`src/rtl/cordic_pkg.sv`:
```
// Shared CORDIC constants (Q2.22 angles and gain) for the rotation-mode cosine
// block and the vectoring-mode atan2/magnitude engine.
package cordic_pkg;

   localparam int FRAC         = 22;
   localparam int ANGLE_W      = 24;
   localparam int ATAN_ENTRIES = 16;

   localparam logic [ANGLE_W-1:0] K_FIXED = 24'h26DD3B;
   localparam logic [ANGLE_W-1:0] HALF_PI = 24'h6487ED;
   localparam logic [ANGLE_W-1:0] PI      = 24'hC90FDB;

   // Rotation-mode cosine block start vector: x0 = K so the output needs no rescale.
   localparam logic [ANGLE_W-1:0] COS_X_INIT = K_FIXED;
   localparam logic [ANGLE_W-1:0] COS_Y_INIT = 24'h000000;

   localparam logic [ANGLE_W-1:0] ATAN_TABLE [ATAN_ENTRIES] = '{
      24'h3243F6, 24'h1DAC68, 24'h0FADBB, 24'h07F56F,
      24'h03FEAB, 24'h01FFD5, 24'h00FFFB, 24'h007FFF,
      24'h004000, 24'h002000, 24'h001000, 24'h000800,
      24'h000400, 24'h000200, 24'h000100, 24'h000080
   };

   typedef enum logic [1:0] {
      ST_IDLE,
      ST_ITER,
      ST_SCALE,
      ST_DONE
   } state_t;

   // Beyond the table atan(2^-i) equals 2^-i to within one LSB.
   function automatic logic [ANGLE_W-1:0] atan_lut(input logic [4:0] i);
      if (i < 5'(ATAN_ENTRIES))
         atan_lut = ATAN_TABLE[i[3:0]];
      else
         atan_lut = 24'h1 << (5'd22 - i);
   endfunction

endpackage

```
`src/rtl/cordic_vec_stage.sv`:
```
// One vectoring-mode micro-rotation: drives y toward zero and accumulates the
// rotated angle in z.
module cordic_vec_stage
   import cordic_pkg::*;
#(
   parameter int IW = 26
)
(
   input  logic signed [IW-1:0] x,
   input  logic signed [IW-1:0] y,
   input  logic signed [IW-1:0] z,
   input  logic        [4:0]    i,
   output logic signed [IW-1:0] x_next,
   output logic signed [IW-1:0] y_next,
   output logic signed [IW-1:0] z_next
);

   logic signed [IW-1:0] x_shift;
   logic signed [IW-1:0] y_shift;
   logic signed [IW-1:0] atan_ext;

   always_comb begin
      x_shift  = x >>> i;
      y_shift  = y >>> i;
      atan_ext = {{(IW-ANGLE_W){1'b0}}, atan_lut(i)};
      if (!y[IW-1]) begin
         x_next = x + y_shift;
         y_next = y - x_shift;
         z_next = z + atan_ext;
      end else begin
         x_next = x - y_shift;
         y_next = y + x_shift;
         z_next = z - atan_ext;
      end
   end

endmodule

```
`src/rtl/cordic_atan2_ip.sv`:
```
// Multicycle custom instruction: atan2(y, x) or sqrt(x^2+y^2) via an iterative
// vectoring CORDIC sharing one micro-rotation stage.
module cordic_atan2_ip
   import cordic_pkg::*;
#(
   parameter int CORDIC_STAGES = 16,
   parameter int IW            = 26
)
(
   input  logic        clk,
   input  logic        reset,
   input  logic        clk_en,
   input  logic        start,
   input  logic [31:0] dataa,
   input  logic [31:0] datab,
   input  logic        n,
   output logic [31:0] result,
   output logic        done
);

   localparam logic [4:0] LAST_ITER = 5'(CORDIC_STAGES - 1);

   state_t               state_reg;
   logic signed [IW-1:0] x_reg, y_reg, z_reg;
   logic signed [IW-1:0] x_next, y_next, z_next;
   logic        [4:0]    iter_reg;
   logic                 n_reg, zero_reg, done_reg;
   logic        [31:0]   result_reg;

   logic signed [IW-1:0]    x_in, y_in, x_load, y_load, z_load;
   logic signed [IW+23:0]   prod;
   logic signed [IW-1:0]    mag, sel;
   logic                    unused_bits;

   cordic_vec_stage #(.IW(IW)) u_stage (
      .x      (x_reg),
      .y      (y_reg),
      .z      (z_reg),
      .i      (iter_reg),
      .x_next (x_next),
      .y_next (y_next),
      .z_next (z_next)
   );

   // Quadrant pre-rotation keeps the working vector in the right half-plane.
   always_comb begin
      x_in = {{(IW-24){dataa[23]}}, dataa[23:0]};
      y_in = {{(IW-24){datab[23]}}, datab[23:0]};
      if (!x_in[IW-1]) begin
         x_load = x_in;
         y_load = y_in;
         z_load = '0;
      end else if (!y_in[IW-1]) begin
         x_load = y_in;
         y_load = -x_in;
         z_load = {{(IW-ANGLE_W){1'b0}}, HALF_PI};
      end else begin
         x_load = -y_in;
         y_load = x_in;
         z_load = -{{(IW-ANGLE_W){1'b0}}, HALF_PI};
      end
   end

   assign prod        = x_reg * $signed(K_FIXED);
   assign mag         = prod[FRAC +: IW];
   assign sel         = n_reg ? mag : z_reg;
   assign unused_bits = &{1'b0, dataa[31:24], datab[31:24],
                          prod[FRAC-1:0], prod[IW+23:IW+FRAC]};

   always_ff @(posedge clk) begin
      if (reset) begin
         state_reg  <= ST_IDLE;
         x_reg      <= '0;
         y_reg      <= '0;
         z_reg      <= '0;
         iter_reg   <= '0;
         n_reg      <= 1'b0;
         zero_reg   <= 1'b0;
         done_reg   <= 1'b0;
         result_reg <= '0;
      end else if (clk_en) begin
         done_reg <= 1'b0;
         case (state_reg)
            ST_IDLE: begin
               if (start) begin
                  x_reg     <= x_load;
                  y_reg     <= y_load;
                  z_reg     <= z_load;
                  iter_reg  <= '0;
                  n_reg     <= n;
                  zero_reg  <= (x_in == '0) && (y_in == '0);
                  state_reg <= ST_ITER;
               end
            end
            ST_ITER: begin
               x_reg <= x_next;
               y_reg <= y_next;
               z_reg <= z_next;
               if (iter_reg == LAST_ITER)
                  state_reg <= ST_SCALE;
               else
                  iter_reg <= iter_reg + 5'd1;
            end
            ST_SCALE: begin
               // A zero vector has no direction; the unchecked z would be the table sum.
               result_reg <= zero_reg ? '0 : {{(32-IW){sel[IW-1]}}, sel};
               done_reg   <= 1'b1;
               state_reg  <= ST_DONE;
            end
            ST_DONE: state_reg <= ST_IDLE;
            default: state_reg <= ST_IDLE;
         endcase
      end
   end

   assign result = result_reg;
   assign done   = done_reg & clk_en;

endmodule
```
`config.mk`:
```
export PLATFORM = sky130hd
export DESIGN_NAME = cordic_atan2_ip
export DESIGN_NICKNAME = d
export VERILOG_FILES = /design/src/rtl/cordic_pkg.sv /design/src/rtl/cordic_vec_stage.sv /design/src/rtl/cordic_atan2_ip.sv
export SDC_FILE = /design/constraint.sdc
export NUM_CORES = 2
export LEC_CHECK = 0
export BUFFER_PORTS_ARGS = -buffer_cell sky130_fd_sc_hd__buf_2
export CORE_MARGIN = 3
export CORE_UTILIZATION = 56
export DETAILED_ROUTE_END_ITERATION = 8
export PLACE_DENSITY = 0.72
export SLEW_MARGIN = 10
export SYNTH_ARGS = -nofsm -noshare
export SYNTH_HDL_FRONTEND = slang
export SYNTH_SLANG_ARGS = --single-unit
```
`constraint.sdc`:
```
create_clock -name clk -period 7.35 [get_ports clk]
set_input_delay 1.1025 -clock clk [delete_from_list [all_inputs] [get_ports clk]]
set_output_delay 1.1025 -clock clk [all_outputs]
set_load 0.02 [all_outputs]
```
==> results.cfg <==
[outcome]
status = finished clean

[power]
p_per_area_nw_per_um2 = 457
vdd_drop_max_mv = 0.640
leakage_nw = 14.7

[sta]
worst_slew_pin_slew_ns = 1.09
skew_ns = 0.0135
slew_headroom = 0.252
setup_viol = 0
hold_ws_ns = 0.482
slew_violations = 0
finalHoldViolCount = 0
fin_crit_ns = 7.15
fmax_mhz = 140
fin_setup_tns_ns = 0
post-route-period-util = 0.973

[floorplan]
start_util = 0.570
placeableCoreArea_sq_um = 49200
die_x_um = 230
pin_count = 102
rows = 81
die_area_sq_um = 52800
die_h_um = 230

[clock_tree]
htree_levels = 4
cts.sinks = 114
clock_path_buffers = 2
clkTransAtPathRegs_ns = 0.06
cts_inserted_buffers = 17
hold_buffers = 0
clk_latency_ns = 0.46
cts-root-buf = clkbuf_16
cts_tree = yes

[grt]
grt-busiest-layer = met2
grt_pass1_wl_um = 145000
grt_max_degree = 97
antenna_found_initial = 3
grt_pass1_vias = 26000
grtUsageMet2 = 0.576
grt_usage = 0.349
overflow = 0
grt_use_met3 = 0.0517
met1_usage = 0.458

[critical_path]
rrSetupSlack_ns = 0.20
crit_path_start_kind = flip-flop
worst-setup-path-type = flip-flop to flip-flop
crit_fanout = 5
crit_arrival_ns = 7.45
worstSetupEndpointType = flip-flop
reg2regPathDepth = 25
critical_path_required_ns = 7.65

[synth]
async_flop_share = 0
synth_area_per_cell_sq_um = 8.42
yosysUniqueCellTypes = 105
ys_seq_area_frac = 0.0814
ys.warnings.count = 0
ys_seq_elements = 114
synth_top_area_frac = 0.201
synthCells = 3327
syn-num-nets = 4044
syn_area_sq_um = 28000
synth_flop_cell = dfxtp_1
synth_edf_count = 0
synth_top_cell_by_area = fa_1
synth_area_leaders = fa_1 (20%), ha_1 (16%), dfxtp_1 (8.1%)

[place]
io_buffers = 85
dp_hpwl_um = 75400
dpl_cell_area_sq_um = 29700
place.gp.congestion = 1.02
place_inst = 4073

[route]
vias = 25700
drcViolationCount = 0
vias_per_cell = 6.26
ant_nets = 0
drt-total-wl_um = 92500
wl_per_cell_um = 22.5
dr.pass1.iters = 6
drtIter0Drc = 2371

[job]
maxCapViolations = 0

[hold_path]
min_path_type = flip-flop to flip-flop
hold_depth = 2

[final_layout]
nets = 4146
fin_cells = 4107
fin_util = 0.617
final_cell_area_sq_um = 30300
layout-drive-gt1-share = 0.114
area_growth_pct = 8.21
-- critical path: stages, from the launching register on --
cell	delay, ns
dfxtp_1	0.47
ha_1	0.32
fa_1	0.57
inv_1	0.09
fa_1	0.48
inv_1	0.06
fa_1	0.53
fa_1	0.44
fa_1	0.56
inv_1	0.06
fa_1	0.55
inv_1	0.05
ha_1	0.35
a21oi_1	0.17
o21ai_1	0.14
nor4_2	0.33
a211oi_2	0.11
buf_4	0.18
o21ai_1	0.17
o31ai_1	0.09
buf_4	0.16
buf_4	0.14
a31oi_1	0.28
o21bai_1	0.12
xnor2_1	0.43
o22ai_1	0.16
-- cell usage in the layout, fill, tap and decap left out, types with 21 or more instances in the layout --
cell type	count
o22ai_1	28
nand2_1	168
fa_1	281
nand2b_1	33
a31oi_1	40
xor2_1	87
nor2_1	253
mux4_2	35
a211oi_1	92
buf_4	142
nor2b_1	38
nor3_1	87
nand3_1	36
ha_1	364
o21ai_0	113
a21oi_1	234
inv_1	515
o21a_1	21
a22oi_1	26
xnor2_1	120
dfxtp_1	98
mux2_2	21
mux2i_1	64
a21o_1	54
buf_2	84
-- power breakdown --
group | leakage, nW | switching [mW] | internal (mW)
clock network | 0.276 | 0.379 | 0.488
registers | 0.940 | 0.101 | 0.675
logic | 13.5 | 7.42 | 4.80
total | 14.7 | 7.90 | 5.97
-- synth_stat cells (13+ instances only) --
cell type / n
a31oi_1: 40
a211oi_1: 93
ha_1: 367
o31ai_1: 13
fa_1: 281
nor2b_1: 38
o211ai_1: 16
inv_1: 515
and3_1: 14
buf_1: 15
a21oi_1: 236
a21o_1: 54
nor3_1: 88
nor4_1: 14
and2_1: 18
dfxtp_1: 114
mux2_2: 21
xor2_1: 89
xnor2_1: 121
a311oi_1: 14
buf_2: 16
nand2b_1: 33
o21ai_0: 115
nand2_1: 169
or3_1: 19
o22ai_1: 28
clkbuf_1: 89
o21bai_1: 18
a22oi_1: 26
nor2_1: 254
o21a_1: 21
mux2i_1: 64
mux4_2: 35
nand3_1: 37
-- cells by family (layout without fill, tap and decap cells) --
| logic type | Yosys count | in the layout | synth area share |
|---|---|---|---|
| XOR/XNOR | 210 | 210 | 0.0656 |
| AND/OR/NAND/NOR | 754 | 754 | 0.131 |
| multiplexers | 131 | 131 | 0.0693 |
| flip-flops | 114 | 114 | 0.0814 |
| buffers and inverters | 662 | 776 | 0.0950 |
| adder cells (fa/ha/maj) | 648 | 648 | 0.365 |
| AO/OA/AOI/OAI | 808 | 808 | 0.193 |
| other | 0 | 2 | 0 |
-- area by class of cell --
| type | instances | area (sq um) |
|---|---|---|
| multi-input cells | 2551 | 23200 |
| clock inverters | 13 | 126 |
| fillers | 4282 | 18800 |
| well taps | 664 | 831 |
| clock buffers | 18 | 450 |
| diodes | 2 | 5.00 |
| inverters | 518 | 1940 |
| repair buffers | 227 | 1500 |
| flip-flops and latches | 114 | 2310 |
-- per-layer routing --
metal | up-vias | share of wire
met5 | - | 0.00014
met4 | 2 | 0.047
met3 | 269 | 0.078
met2 | 1180 | 0.47
met1 | 12500 | 0.41
li1 | 11800 | -
-- final timing paths --
| check | startpoint | to |
|---|---|---|
| setup / recovery | x_reg[17] | result[19] |
| setup reg to reg | x_reg[17] | result[19] |
| hold reg to reg | done_reg | done_reg |
| hold / removal | done_reg | done_reg |
-- what timing repair did --
action / 4_1_cts / 5_1_grt
resized for setup: 0 / 24
setup buffers: 0 / 1
endpoints found under the setup margin: 0 / 15
endpoints found under the hold margin: 0 / 0
-- through the flow --
step,worst slack [ns],power (mW)
2_1_floorplan,0.426,8.52
3_3_place_gp,0.194,12.3
3_5_place_dp,0.0678,12.6
4_1_cts,0.0205,13.6
5_1_grt,-0.00406,15.3
6_report,0.198,13.9
No activity file was read; power rests on OpenSTA's default activity.
